<file path="src/rtl/keypad_pkg.sv">
// Shared keypad sweep definitions: FSM states, one-hot row encodings, one-hot decode helper.
// Pure types/constants, no latency, no flow control.
package keypad_pkg;

    typedef enum logic [1:0] {
        IDLE     = 2'd0,
        DEBOUNCE = 2'd1,
        PRESSED  = 2'd2,
        RELEASE  = 2'd3
    } kp_state_t;

    // Bit 3 is row0 / col0 on both the row drive and the column lines.
    localparam logic [3:0] ROW0 = 4'b1000;
    localparam logic [3:0] ROW1 = 4'b0100;
    localparam logic [3:0] ROW2 = 4'b0010;
    localparam logic [3:0] ROW3 = 4'b0001;

    typedef struct packed {
        logic       vld;
        logic [1:0] idx;
    } onehot_idx_t;

    function automatic onehot_idx_t onehot4_to_idx(input logic [3:0] v);
        onehot_idx_t r;
        r.vld = 1'b1;
        r.idx = 2'd0;
        case (v)
            ROW0:    r.idx = 2'd0;
            ROW1:    r.idx = 2'd1;
            ROW2:    r.idx = 2'd2;
            ROW3:    r.idx = 2'd3;
            default: r.vld = 1'b0;
        endcase
        return r;
    endfunction

endpackage

</file>
<file path="src/rtl/keypad_col_decoder_if.sv">
// Decoder-side keypad bundle: row drive and raw columns in, hold and key report out.
// Wires only, no latency; hold is the only flow-control signal (pauses the row sweeper).
interface keypad_col_decoder_if;
    logic [3:0] row_sel;
    logic [3:0] col_n;
    logic       hold;
    logic [3:0] key_code;
    logic       key_valid;
    logic       key_down;

    modport master (
        output row_sel, col_n,
        input  hold, key_code, key_valid, key_down
    );

    modport slave (
        input  row_sel, col_n,
        output hold, key_code, key_valid, key_down
    );
endinterface

</file>
<file path="src/rtl/keypad_col_decoder_sync2.sv">
// Two-flop synchronizer with parameterised reset value for asynchronous inputs.
// Latency 2 cycles; no flow control.
module sync2 #(
    parameter int           W       = 4,
    parameter logic [W-1:0] RST_VAL = '0
) (
    input  logic         clk,
    input  logic         rst_n,
    input  logic [W-1:0] d,
    output logic [W-1:0] q
);
    logic [W-1:0] meta;

    always_ff @(posedge clk or negedge rst_n) begin
        if (!rst_n) begin
            meta <= RST_VAL;
            q    <= RST_VAL;
        end else begin
            meta <= d;
            q    <= meta;
        end
    end
endmodule

</file>
<file path="src/rtl/keypad_col_decoder.sv">
// Debounces one keypad press against the swept row; latency 2 + DEBOUNCE_CYCLES for press and release.
// No backpressure on outputs; hold pauses the upstream sweeper while a key is qualified or held.
module keypad_col_decoder
    import keypad_pkg::*;
#(
    parameter int DEBOUNCE_CYCLES = 4,
    parameter int CNT_W           = 8
) (
    input  logic                 clk,
    input  logic                 rst_n,
    keypad_col_decoder_if.slave  kp
);
    localparam logic [CNT_W-1:0] CNT_ZERO = '0;
    localparam logic [CNT_W-1:0] CNT_ONE  = CNT_W'(1);
    localparam logic [CNT_W-1:0] CNT_LAST = CNT_W'(DEBOUNCE_CYCLES - 1);

    logic [3:0]       col_s;
    onehot_idx_t      row_dec;
    onehot_idx_t      col_dec;
    logic             hit;
    logic             row_same;
    logic             col_same;

    kp_state_t        state,     state_nxt;
    logic [CNT_W-1:0] cnt,       cnt_nxt;
    logic [1:0]       cap_row,   cap_row_nxt;
    logic [3:0]       cap_col,   cap_col_nxt;
    logic [3:0]       key_code_q, key_code_nxt;
    logic             key_valid_q, key_valid_nxt;
    logic             key_down_q,  key_down_nxt;

    sync2 #(.W(4), .RST_VAL(4'b1111)) u_col_sync (
        .clk   (clk),
        .rst_n (rst_n),
        .d     (kp.col_n),
        .q     (col_s)
    );

    // Active-low columns: a single pressed column is a one-hot pattern once inverted.
    // Ghosts (several low bits) and all-high both decode as invalid.
    assign row_dec  = onehot4_to_idx(kp.row_sel);
    assign col_dec  = onehot4_to_idx(~col_s);
    assign hit      = row_dec.vld & col_dec.vld;
    assign row_same = row_dec.vld && (row_dec.idx == cap_row);
    assign col_same = (col_s == cap_col);

    // Raised in IDLE on the same cycle the row is captured so the sweeper cannot step past it.
    assign kp.hold      = (state != IDLE) | hit;
    assign kp.key_code  = key_code_q;
    assign kp.key_valid = key_valid_q;
    assign kp.key_down  = key_down_q;

    always_ff @(posedge clk or negedge rst_n) begin
        if (!rst_n) begin
            state       <= IDLE;
            cnt         <= CNT_ZERO;
            cap_row     <= 2'd0;
            cap_col     <= 4'd0;
            key_code_q  <= 4'd0;
            key_valid_q <= 1'b0;
            key_down_q  <= 1'b0;
        end else begin
            state       <= state_nxt;
            cnt         <= cnt_nxt;
            cap_row     <= cap_row_nxt;
            cap_col     <= cap_col_nxt;
            key_code_q  <= key_code_nxt;
            key_valid_q <= key_valid_nxt;
            key_down_q  <= key_down_nxt;
        end
    end

    always_comb begin
        state_nxt     = state;
        cnt_nxt       = cnt;
        cap_row_nxt   = cap_row;
        cap_col_nxt   = cap_col;
        key_code_nxt  = key_code_q;
        key_valid_nxt = 1'b0;
        key_down_nxt  = key_down_q;

        case (state)
            IDLE: begin
                if (hit) begin
                    cap_row_nxt = row_dec.idx;
                    cap_col_nxt = col_s;
                    cnt_nxt     = CNT_ONE;
                    state_nxt   = DEBOUNCE;
                end
            end

            DEBOUNCE: begin
                if (row_same && col_same) begin
                    // The capture sample counts as the first stable one.
                    if (cnt >= CNT_LAST) begin
                        state_nxt     = PRESSED;
                        key_code_nxt  = {cap_row, col_dec.idx};
                        key_valid_nxt = 1'b1;
                        key_down_nxt  = 1'b1;
                        cnt_nxt       = CNT_ZERO;
                    end else begin
                        cnt_nxt = cnt + CNT_ONE;
                    end
                end else begin
                    state_nxt = IDLE;
                    cnt_nxt   = CNT_ZERO;
                end
            end

            PRESSED: begin
                if (col_same) begin
                    cnt_nxt = CNT_ZERO;
                end else begin
                    cnt_nxt   = CNT_ONE;
                    state_nxt = RELEASE;
                end
            end

            RELEASE: begin
                if (col_same) begin
                    state_nxt = PRESSED;
                    cnt_nxt   = CNT_ZERO;
                end else if (cnt >= CNT_LAST) begin
                    state_nxt    = IDLE;
                    key_down_nxt = 1'b0;
                    cnt_nxt      = CNT_ZERO;
                end else begin
                    cnt_nxt = cnt + CNT_ONE;
                end
            end

            default: state_nxt = IDLE;
        endcase
    end
endmodule
</file>
<file path="src/flat_wrapper.sv">
// flat-port wrapper written by rule: the top's interface ports become plain ports
module keypad_col_decoder_flat import keypad_pkg::*;
#(
    parameter int DEBOUNCE_CYCLES = 4,
    parameter int CNT_W           = 8
)
  (clk, rst_n, kp_row_sel, kp_col_n, kp_hold, kp_key_code, kp_key_valid, kp_key_down);
  keypad_col_decoder_if kp_i ();
  input  logic clk;
  input  logic rst_n;
  input wire logic [$bits(kp_i.row_sel)-1:0] kp_row_sel;
  input wire logic [$bits(kp_i.col_n)-1:0] kp_col_n;
  output wire logic [$bits(kp_i.hold)-1:0] kp_hold;
  output wire logic [$bits(kp_i.key_code)-1:0] kp_key_code;
  output wire logic [$bits(kp_i.key_valid)-1:0] kp_key_valid;
  output wire logic [$bits(kp_i.key_down)-1:0] kp_key_down;
  assign kp_i.row_sel = kp_row_sel;
  assign kp_i.col_n = kp_col_n;
  assign kp_hold = kp_i.hold;
  assign kp_key_code = kp_i.key_code;
  assign kp_key_valid = kp_i.key_valid;
  assign kp_key_down = kp_i.key_down;
  keypad_col_decoder #(.DEBOUNCE_CYCLES(DEBOUNCE_CYCLES), .CNT_W(CNT_W)) u_core (.clk(clk), .rst_n(rst_n), .kp(kp_i));
endmodule
</file>
<file path="config.mk">
export PLATFORM = sky130hd
export DESIGN_NAME = keypad_col_decoder_flat
export DESIGN_NICKNAME = d
export VERILOG_FILES = /design/src/rtl/keypad_pkg.sv /design/src/rtl/keypad_col_decoder_if.sv /design/src/rtl/keypad_col_decoder_sync2.sv /design/src/rtl/keypad_col_decoder.sv /design/src/flat_wrapper.sv
export SDC_FILE = /design/constraint.sdc
export NUM_CORES = 1
export LEC_CHECK = 0
export BUFFER_PORTS_ARGS = -buffer_cell sky130_fd_sc_hd__buf_2
export CORE_AREA = 2 2 61 63
export CTS_CLUSTER_SIZE = 8
export DETAILED_ROUTE_END_ITERATION = 10
export DIE_AREA = 0 0 63 65
export PLACE_DENSITY_LB_ADDON = 0.08
export SYNTH_ARGS = -nofsm -noshare
export SYNTH_HDL_FRONTEND = slang
export SYNTH_SLANG_ARGS = --single-unit
</file>
<file path="constraint.sdc">
create_clock -name clk -period 6.3 [get_ports clk]
set_clock_uncertainty 0.15 [all_clocks]
set_input_delay 0.315 -clock clk [delete_from_list [all_inputs] [get_ports clk]]
set_output_delay 0.315 -clock clk [all_outputs]
set_load 0.01 [all_outputs]
</file>
==> impl_metrics.env, run 1 <==
export IMPL_arrival_ns=1.94
export IMPL_setup_viol=0
export IMPL_core_area_sq_um=3500
export IMPL_wl_microns=2350
export IMPL_worst_pin_slew_ns=0.647
export IMPL_post_cts_repair_setup_buffers=0
export IMPL_fillers=335
export IMPL_synth_warnings=0
export IMPL_path_clk_slew_ns=0.09
export IMPL_critical_path_required_ns=5.83
export IMPL_drtIter0Drc=40
export IMPL_crit_path_start_kind="flip-flop"
export IMPL_grt_pass1_wl_microns=4020
export IMPL_io_pins=17
export IMPL_root_buffer="clkbuf_4"
export IMPL_overflow=0
export IMPL_drt_pass1_iter_count=4
export IMPL_dieArea_sq_um=4100
export IMPL_portBuffers=16
export IMPL_antenna_left=0
export IMPL_synthesis_area_sq_um=1350
export IMPL_powerDensity_nw_per_um2=313
export IMPL_power_uw=502
export IMPL_post_drt_via_cell_ratio=4.88
export IMPL_antenna_cells=0
export IMPL_cts_buffer_depth=2
export IMPL_drive_above_1_share_pct=40.3
export IMPL_gp_congestion=0.769
export IMPL_syn_area_per_cell_sq_um=12.9
export IMPL_via_count=888
export IMPL_synth_yosys_seq_area_share_pct=56.2
export IMPL_crit_start="u_core.u_col_sync.q[0]"
export IMPL_p_clk_share_pct=23.4
export IMPL_layout_nets=144
export IMPL_htreeDepth=2
export IMPL_rsz0062_at_grt="false"
export IMPL_end_kind="output port"
export IMPL_max_freq_mhz=416
export IMPL_drcViolationCount=0
export IMPL_synth_fp_nets=116
export IMPL_ir_worst_vdd_v=0.000138
export IMPL_clkSinkCount=30
export IMPL_p_int_uw=345
export IMPL_gr_usage_all_layers_pct=13.4
export IMPL_power_share_sequential_pct=50.3
export IMPL_yosysTopAreaCellShare_pct=40.7
export IMPL_ctsHoldBuffers=5
export IMPL_antenna_found_initial=0
export IMPL_power_leakage_nw=0.739
export IMPL_place_ws_ns=3.92
export IMPL_finalMaxSlewViolations=0
export IMPL_critPathMaxFanout=9
export IMPL_synth_area_leaders="dfrtp_1 (41%), dfstp_2 (16%), mux2_2 (8.3%)"
export IMPL_areaGrowthSynthToFinish_pct=18.5
export IMPL_maxSlewHeadroom_pct=56.9
export IMPL_ctsResizeCount=0
export IMPL_min_delay_start="u_core.u_col_sync.meta[2]"
export IMPL_cts_buffers=5
export IMPL_hold_path_class="reg2reg"
export IMPL_grt_pass1_vias=876
export IMPL_dp_hpwl_microns=1660
export IMPL_dpl_cell_area_sq_um=1490
export IMPL_maxCapViolCount=0
export IMPL_swShare_pct=31.2
export IMPL_fin_setup_tns_ns=0
export IMPL_multi_input_area_sq_um=577
export IMPL_synth_main_ff_cell="dfrtp_1"
export IMPL_insertion_delay_ns=0.33
export IMPL_finish_instance_area_sq_um=1600
export IMPL_die_width_microns=63
export IMPL_worstReg2RegStart="u_core.cnt[0]"
export IMPL_synth_seq_cells=30
export IMPL_synth_edff_count=0
export IMPL_comb_power_share_pct=26.3
export IMPL_synthArstFlopShare_pct=100
export IMPL_std_cell_rows=22
export IMPL_status="complete, no violations"
export IMPL_ys_types=38
export IMPL_initial_core_util_pct=38.7
export IMPL_wl_per_cell_microns=12.9
export IMPL_synth_cells=105
export IMPL_p_sw_uw=157
export IMPL_grt_max_degree=31
export IMPL_die_y_microns=65
export IMPL_fin_ws_ns=3.90
export IMPL_yosys_area_top_type="dfrtp_1"
export IMPL_regArea_sq_um=761
export IMPL_cts_tree="built"
export IMPL_hold_violations=0
export IMPL_finalCritPeriodShare_pct=38.2
export IMPL_finalCriticalPeriod_ns=2.40
export IMPL_crit_type="reg2out"
==> power by group through the flow <==
stage	sequential, mW	combinational, mW	clock [mW]
after global placement	0.255	0.129	0
final	0.252	0.132	0.118
after global routing	0.257	0.146	0.136
after floorplan	0.248	0.101	0
after detailed placement	0.256	0.131	0
after CTS	0.253	0.134	0.123
==> cell usage in the layout, fill, tap and decap left out, types with 2 or more instances in the layout <==
cell / count
or3b_2: 2
inv_1: 4
dfstp_2: 8
dfrtp_1: 22
clkbuf_4: 5
or2_2: 3
o22ai_1: 2
nand2_1: 4
and2_1: 5
nor2_1: 3
nand3b_1: 3
or4_4: 2
and3_1: 2
a211oi_2: 2
dlygate4sd3_1: 5
nor3_1: 2
buf_2: 16
xnor2_1: 9
mux2_2: 10
==> cell usage after synthesis (2+ instances only) <==
cell type and count:
a211oi_2 2, and2_1 5, and3_1 2, dfrtp_1 22, dfstp_2 8, inv_1 4, mux2_2 10, nand2_1 4
nand3b_1 3, nor2_1 3, nor3_1 2, o22ai_1 2, or2_2 3, or3b_2 2, or4_4 2, xnor2_1 9
==> registers in the layout, summed over array words and instances (netlist names) <==
name / count
u_core.cap_col: 4
u_core.state: 2
u_core.cap_row: 2
u_core.u_col_sync.q: 4
u_core.kp.key_code: 4
u_core.kp.key_down: 1
u_core.u_col_sync.meta: 4
u_core.kp.key_valid: 1
u_core.cnt: 8
==> stage by stage <==
stage / hold slack, ns / utilization [%] / std cells
6_report: 0.209 / 45.8 / 182
5_1_grt: 0.214 / 45.8 / 182
4_1_cts: 0.211 / 45.8 / 182
3_5_place_dp: 0.197 / 42.7 / 169
3_3_place_gp: 0.196 / 42.7 / 169
2_1_floorplan: -0.131 / - / 105
==> critical path, cell delays in order (launching register included) <==
cell and delay [ns]:
dfstp_2 0.60, xnor2_1 0.15, o22ai_1 0.15, a21oi_1 0.49, inv_1 0.08, buf_2 0.15
==> layout make-up <==
class	count	area share, %
clock buffer	7	3.43
timing repair buffer	21	8.12
multi-input combinational	71	36.0
tap	48	3.75
sequential	30	47.5
inverter	4	0.937
clock inverter	1	0.312
==> path summary, 6_finish.rpt <==
path                                           to  slack [ns]  cells past startpoint
max                                       kp_hold        3.90                      5
min                        u_core.u_col_sync.q[2]        0.21                      0
max reg2reg                 u_core.kp.key_code[2]        3.92                      5
max in group asynchronous         u_core.state[0]        5.18                      2
min in group asynchronous     u_core.kp.key_valid        0.39                      2
min reg2reg                u_core.u_col_sync.q[2]        0.21                      0
==> routing by layer <==
layer | up-vias | wire length (microns) | global-route usage [%]
li1 | 440 | - | -
met1 | 420 | 1120 | 15.5
met2 | 21 | 1050 | 21.1
met3 | 7 | 123 | 5.21
met4 | 0 | 54 | 7.50
met5 | - | 0 | 0
==> cell families (layout without fill, tap and decap cells) <==
logic type,after synthesis,count (layout),share of synthesized area (%)
and+or+nand+nor,32,32,14.9
muxes,10,10,8.33
xor gates and xnor gates,10,10,6.48
buffers and inverters,4,33,1.11
adders and majority gates,1,1,0.925
DFF,30,30,56.2
AOI/OAI and AO/OA,18,18,12.0
Power figures use the tool's default switching activity.
==> run 2, diff against run 1 <==
Clock period 6.3 ns to 2.3 ns, I/O delays scaled along.
==> run 2 against run 1 <==
Against the previous run: core utilization rose by 2.2 points; cell area rose by 4.8%; non-clock buffer count rose by 3; final cell count rose by 1.1%; hold slack got worse by 0.10 ns; setup slack got worse by 3.8 ns; sequential cell count did not move; clock-buffer cell count fell by 1; die area did not move; global-route usage rose by 0.45 points; clock power rose to 3.5 times the previous value; critical path type is now reg2reg; highest routed layer unchanged.
==> impl_metrics.env, run 2 (same netlist as run 1, synthesis figures left out) <==
export IMPL_clkSinkCount=30
export IMPL_min_delay_start="kp_row_sel[3]"
export IMPL_final_cell_mix="dfrtp_1 (22), buf_2 (16), xnor2_1 (9), dfstp_2 (8), mux2_2 (6)"
export IMPL_initial_core_util_pct=38.7
export IMPL_swShare_pct=28.8
export IMPL_grt_max_degree=31
export IMPL_finalMaxSlewViolations=0
export IMPL_gr_usage_all_layers_pct=13.8
export IMPL_io_pins=17
export IMPL_hold_violations=0
export IMPL_drcViolationCount=0
export IMPL_max_flop_register="u_core.cnt"
export IMPL_ir_worst_vdd_v=0.000383
export IMPL_cts_tree="built"
export IMPL_layout_nets=147
export IMPL_post_drt_via_cell_ratio=4.92
export IMPL_critical_path_required_ns=2.35
export IMPL_root_buffer="clkbuf_4"
export IMPL_r2r_end="u_core.kp.key_code[2]"
export IMPL_p_sw_uw=436
export IMPL_crit_type="reg2reg"
export IMPL_dieArea_sq_um=4100
export IMPL_max_freq_mhz=449
export IMPL_insertion_delay_ns=0.32
export IMPL_areaGrowthSynthToFinish_pct=24.1
export IMPL_fin_ws_ns=0.0731
export IMPL_grt_pass1_vias=901
export IMPL_dp_hpwl_microns=1680
export IMPL_comb_power_share_pct=26.9
export IMPL_worstReg2RegStart="u_core.cnt[1]"
export IMPL_wl_microns=2380
export IMPL_path_clk_slew_ns=0.09
export IMPL_maxSlewHeadroom_pct=57.2
export IMPL_p_clk_share_pct=27.6
export IMPL_antenna_left=0
export IMPL_cts_buffer_depth=2
export IMPL_via_count=906
export IMPL_finalCritPeriodShare_pct=96.8
export IMPL_p_int_mw=1.08
export IMPL_place_ws_ns=-0.0500
export IMPL_crit_path_start_kind="flip-flop"
export IMPL_largest_reg_flops=8
export IMPL_status="complete, no violations"
export IMPL_finish_instance_area_sq_um=1680
export IMPL_die_width_microns=63
export IMPL_htreeDepth=2
export IMPL_gp_congestion=0.713
export IMPL_die_y_microns=65
export IMPL_setup_viol=0
export IMPL_hold_path_class="in2reg"
export IMPL_final_common_cell="dfrtp_1"
export IMPL_critPathMaxFanout=4
export IMPL_overflow=0
export IMPL_antenna_found_initial=0
export IMPL_rsz0062_at_grt="false"
export IMPL_worst_pin_slew_ns=0.642
export IMPL_maxCapViolCount=0
export IMPL_end_kind="flip-flop"
export IMPL_cts_buffers=5
export IMPL_drive_above_1_share_pct=43.4
export IMPL_drtIter0Drc=14
export IMPL_drt_pass1_iter_count=4
export IMPL_powerDensity_nw_per_um2=902
export IMPL_min_delay_path_depth=3
export IMPL_core_area_sq_um=3500
export IMPL_finalCriticalPeriod_ns=2.23
export IMPL_antenna_cells=0
export IMPL_wl_per_cell_microns=12.9
export IMPL_r2r_slack_ns=0.07
export IMPL_portBuffers=16
export IMPL_dpl_cell_area_sq_um=1510
export IMPL_power_share_sequential_pct=45.5
export IMPL_arrival_ns=2.28
export IMPL_std_cell_rows=22
export IMPL_min_to="u_core.cap_row[0]"
export IMPL_grt_pass1_wl_microns=4130
export IMPL_reg2reg_depth=5
export IMPL_power_leakage_nw=0.775
## run 2: layout make-up
| type | count | area, sq um |
|---|---|---|
| Fill cell | 324 | 1820 |
| Sequential cell | 30 | 761 |
| Multi-Input combinational cell | 71 | 609 |
| Timing Repair Buffer | 24 | 153 |
| Tap cell | 48 | 60.1 |
| Clock buffer | 6 | 51.3 |
| Clock inverter | 1 | 30.0 |
| Inverter | 4 | 15.0 |
## run 2: how the worst max path moves through the flow
stage | slack, ns | end | from | cells after the start
2_1_floorplan | 0.02 | u_core.kp.key_code[0] | u_core.cnt[0] | 5
3_3_place_gp | -0.0006 | u_core.kp.key_code[0] | u_core.cnt[0] | 5
3_5_place_dp | -0.05 | u_core.kp.key_code[2] | u_core.cnt[0] | 5
4_1_cts | -0.002 | u_core.kp.key_code[2] | u_core.cnt[1] | 5
5_1_grt | 0.009 | u_core.kp.key_code[2] | u_core.cnt[1] | 5
6_report | 0.07 | u_core.kp.key_code[2] | u_core.cnt[1] | 5
## run 2: worst max-delay path, cell delays in order (launching register included)
cell and delay (ns):
dfrtp_1 0.39, ha_2 0.18, or4_4 0.41, or4_4 0.47
o2111ai_4 0.18, mux2_4 0.33
## run 2: timing repair
item / CTS / global route
gates resized for setup: 6 / 1
endpoints found under the setup margin: 4 / 5
pin swaps: 3 / 1
hold buffers: 5 / 0
setup buffers: 1 / 0
hold endpoints to repair: 26 / 0
## run 2: power by group through the flow
stage          Sequential [mW]  Clock (mW)  Combinational (mW)
3_3_place_gp             0.694           0               0.376
6_report                 0.688       0.418               0.408
5_1_grt                  0.704       0.465               0.456
2_1_floorplan            0.680           0               0.278
3_5_place_dp             0.698           0               0.377
4_1_cts                  0.688       0.435               0.409
## run 2: per-stage QoR
step	power (mW)	hold WS (ns)	TNS, ns	util (%)	std cells
finish	1.51	0.106	0	48.0	184
floorplan	0.958	-0.331	0	-	105
global route	1.63	0.102	0	48.0	184
detailed placement	1.07	0.0347	-0.182	43.1	171
CTS	1.53	0.0916	-0.00157	47.9	184
global placement	1.07	0.0208	-0.000608	43.1	171
## run 2: routing by layer
metal / part of all wire (%) / global-route usage (%) / vias up
met4: 1.1 / 6.67 / 0
met3: 4.2 / 6.42 / 2
met5: 0 / 0 / -
met2: 46 / 21.1 / 17
li1: - / - / 445
met1: 48 / 16.4 / 442
==> run 3, diff against run 2 <==
Settings changed: SYNTH_HIERARCHICAL set to 1.
==> run 3 against run 2 <==
Against the previous run: die area did not move; combinational power fell by 2%; global-route usage fell by 0.51 points; critical path depth did not move; cell area fell by 0.22%; register-to-register slack got worse by 0.06 ns; final cell count rose by 2.2%; core utilization fell by 0.11 points; first-iteration DRC count rose by 64%; critical path type unchanged; largest cell class unchanged.
==> impl_metrics.env, run 3 <==
export IMPL_status="complete, no violations"
export IMPL_crit_family="simple AND/OR/NAND/NOR gates"
export IMPL_yosysTopAreaCellShare_pct=40.4
export IMPL_drtIter0Drc=23
export IMPL_reg2reg_depth=5
export IMPL_path_clk_slew_ns=0.10
export IMPL_core_area_sq_um=3500
export IMPL_antenna_cells=0
export IMPL_crit_chain="xor2_2 -> or4_4 -> a2111oi_4 -> nand3_4 -> mux2_4"
export IMPL_cp_num_buf_inv=0
export IMPL_max_stage_delay_ns=0.60
export IMPL_std_cell_rows=22
export IMPL_io_pins=17
export IMPL_synth_warnings=6
export IMPL_cts_buffer_depth=2
export IMPL_arrival_ns=2.35
export IMPL_layout_nets=150
export IMPL_clkSinkCount=30
export IMPL_crit_type="reg2reg"
export IMPL_gp_congestion=0.740
export IMPL_synth_common_cells="dfrtp_1 (22), dfstp_2 (8), nand2_1 (7)"
export IMPL_grt_pass1_wl_microns=4000
export IMPL_max_freq_mhz=438
export IMPL_root_buffer="clkbuf_4"
export IMPL_antenna_found_initial=0
export IMPL_critical_path_required_ns=2.37
export IMPL_htreeDepth=2
export IMPL_critPathMaxFanout=5
export IMPL_post_drt_via_cell_ratio=4.75
export IMPL_portBuffers=16
export IMPL_crit_start="u_core/u_col_sync/q[1]"
export IMPL_multi_input_area_sq_um=597
export IMPL_via_count=893
export IMPL_post_synth_top_count_cell="dfrtp_1"
export IMPL_min_delay_path_depth=3
export IMPL_gr_usage_all_layers_pct=13.3
export IMPL_worstReg2RegStart="u_core/u_col_sync/q[1]"
export IMPL_crit_path_start_kind="flip-flop"
export IMPL_setup_viol=0
export IMPL_drt_pass1_iter_count=4
export IMPL_synth_main_ff_cell="dfrtp_1"
export IMPL_max_flop_register="u_core/cnt"
export IMPL_largest_reg_flops=8
export IMPL_dp_hpwl_microns=1690
export IMPL_initial_core_util_pct=39.0
export IMPL_drcViolationCount=0
export IMPL_powerDensity_nw_per_um2=922
export IMPL_synthArstFlopShare_pct=100
export IMPL_finalCriticalPeriod_ns=2.28
export IMPL_die_y_microns=65
export IMPL_antenna_left=0
export IMPL_cts_buffers=5
export IMPL_cts_tree="built"
export IMPL_final_cell_mix="dfrtp_1 (22), buf_2 (16), dfstp_2 (8), nand2_1 (7)"
export IMPL_synth_fp_nets=122
export IMPL_rsz0062_at_grt="true"
export IMPL_path_depth=5
export IMPL_ir_worst_vdd_v=0.000537
export IMPL_ys_types=36
export IMPL_critPathSlowestCell="dfstp_2"
export IMPL_r2r_slack_ns=0.02
export IMPL_holdWs_ns=0.141
export IMPL_end_kind="flip-flop"
export IMPL_dpl_cell_area_sq_um=1510
export IMPL_final_common_cell="dfrtp_1"
export IMPL_die_width_microns=63
export IMPL_synthesis_area_sq_um=1360
export IMPL_synth_edff_count=0
export IMPL_areaGrowthSynthToFinish_pct=22.8
export IMPL_fillers=348
export IMPL_min_delay_start="kp_row_sel[1]"
export IMPL_dieArea_sq_um=4100
export IMPL_dp_cells=175
export IMPL_synth_yosys_seq_area_share_pct=55.8
export IMPL_maxCapViolCount=0
export IMPL_drive_above_1_share_pct=37.9
export IMPL_syn_area_per_cell_sq_um=12.3
export IMPL_wl_microns=2330
export IMPL_r2r_end="u_core/kp.key_code[3]"
export IMPL_finalCritPeriodShare_pct=99.3
export IMPL_overflow=0
export IMPL_critPathCapture="u_core/kp.key_code[3]"
export IMPL_regArea_sq_um=761
export IMPL_power_mw=1.54
export IMPL_wl_per_cell_microns=12.4
export IMPL_insertion_delay_ns=0.33
export IMPL_stdcell_count=188
export IMPL_maxSlewHeadroom_pct=58.1
export IMPL_worst_pin_slew_ns=0.629
export IMPL_synth_area_leaders="dfrtp_1 (40%), dfstp_2 (15%), mux2_2 (5.0%)"
export IMPL_finalMaxSlewViolations=0
export IMPL_power_leakage_nw=0.778
export IMPL_grt_max_degree=31
export IMPL_grt_pass1_vias=889
export IMPL_hold_violations=0
export IMPL_synth_seq_cells=30
export IMPL_yosys_area_top_type="dfrtp_1"
export IMPL_synth_cells=111
export IMPL_hold_path_class="in2reg"
export IMPL_finish_instance_area_sq_um=1680
export IMPL_final_util_pct=47.9
## run 3: layout make-up
| type | instances | area share [%] |
|---|---|---|
| Sequential cell | 30 | 45.4 |
| Multi-Input combinational cell | 72 | 35.6 |
| Timing Repair Buffer | 24 | 9.11 |
| Tap cell | 48 | 3.58 |
| Clock inverter | 3 | 2.69 |
| Clock buffer | 5 | 2.24 |
| Inverter | 6 | 1.34 |
## run 3: routing by layer
layer  up-vias  part of all wire, %  global-route usage (%)  routed length (microns)
met5         -                    0                       0                        0
met4         0                  1.7                    7.50                       40
met3         4                  4.1                    5.56                       96
met2        13                   48                    21.1                     1130
met1       434                   46                    15.1                     1060
li1        442                    -                       -                        -
## run 3: repair_timing
item,in CTS,in global routing
resized for setup,1,4
endpoints found under the hold margin,26,0
pin swaps,0,1
cloned,0,0
setup endpoints to repair,1,6
hold buffers,5,0
buffers inserted,0,0
## run 3: kinds of logic (layout without fill, tap and decap cells)
logic type                 after synthesis  in the layout  synth area share, %
and+or+nand+nor                         38             38                 16.6
DFF                                     30             30                 55.8
AOI/OAI and AO/OA                       13             13                 8.07
xor gates and xnor gates                10             10                 6.97
muxes                                   10             10                 8.99
buffers and inverters                    9             38                 2.66
adders and majority gates                1              1                0.917
## run 3: worst min-delay path by stage
stage | slack (ns) | end
global placement | 0.02 | u_core/kp.key_code[1]
floorplan | -0.33 | u_core/cap_col[0]
finish | 0.14 | u_core/cap_row[0]
global route | 0.14 | u_core/cap_row[0]
detailed placement | 0.02 | u_core/kp.key_code[1]
CTS | 0.13 | u_core/cap_row[0]
## run 3: report_power, final
group / internal, mW / switching, mW
Combinational: 0.190 / 0.211
Sequential: 0.626 / 0.0997
Clock: 0.228 / 0.189
Total: 1.04 / 0.500
## run 3: worst reg2reg max path, cell delays in order, from the launching register on
cell and delay, ns:
dfstp_2 0.60, xor2_2 0.08, or4_4 0.58, a2111oi_4 0.29
nand3_4 0.16, mux2_4 0.32
## run 3: stage by stage
stage	setup WS (ns)	TNS, ns
3_5_place_dp	0.0360	0
2_1_floorplan	0.0500	0
6_report	0.0167	0
3_3_place_gp	0.0704	0
4_1_cts	0.00763	0
5_1_grt	-0.0531	-0.201
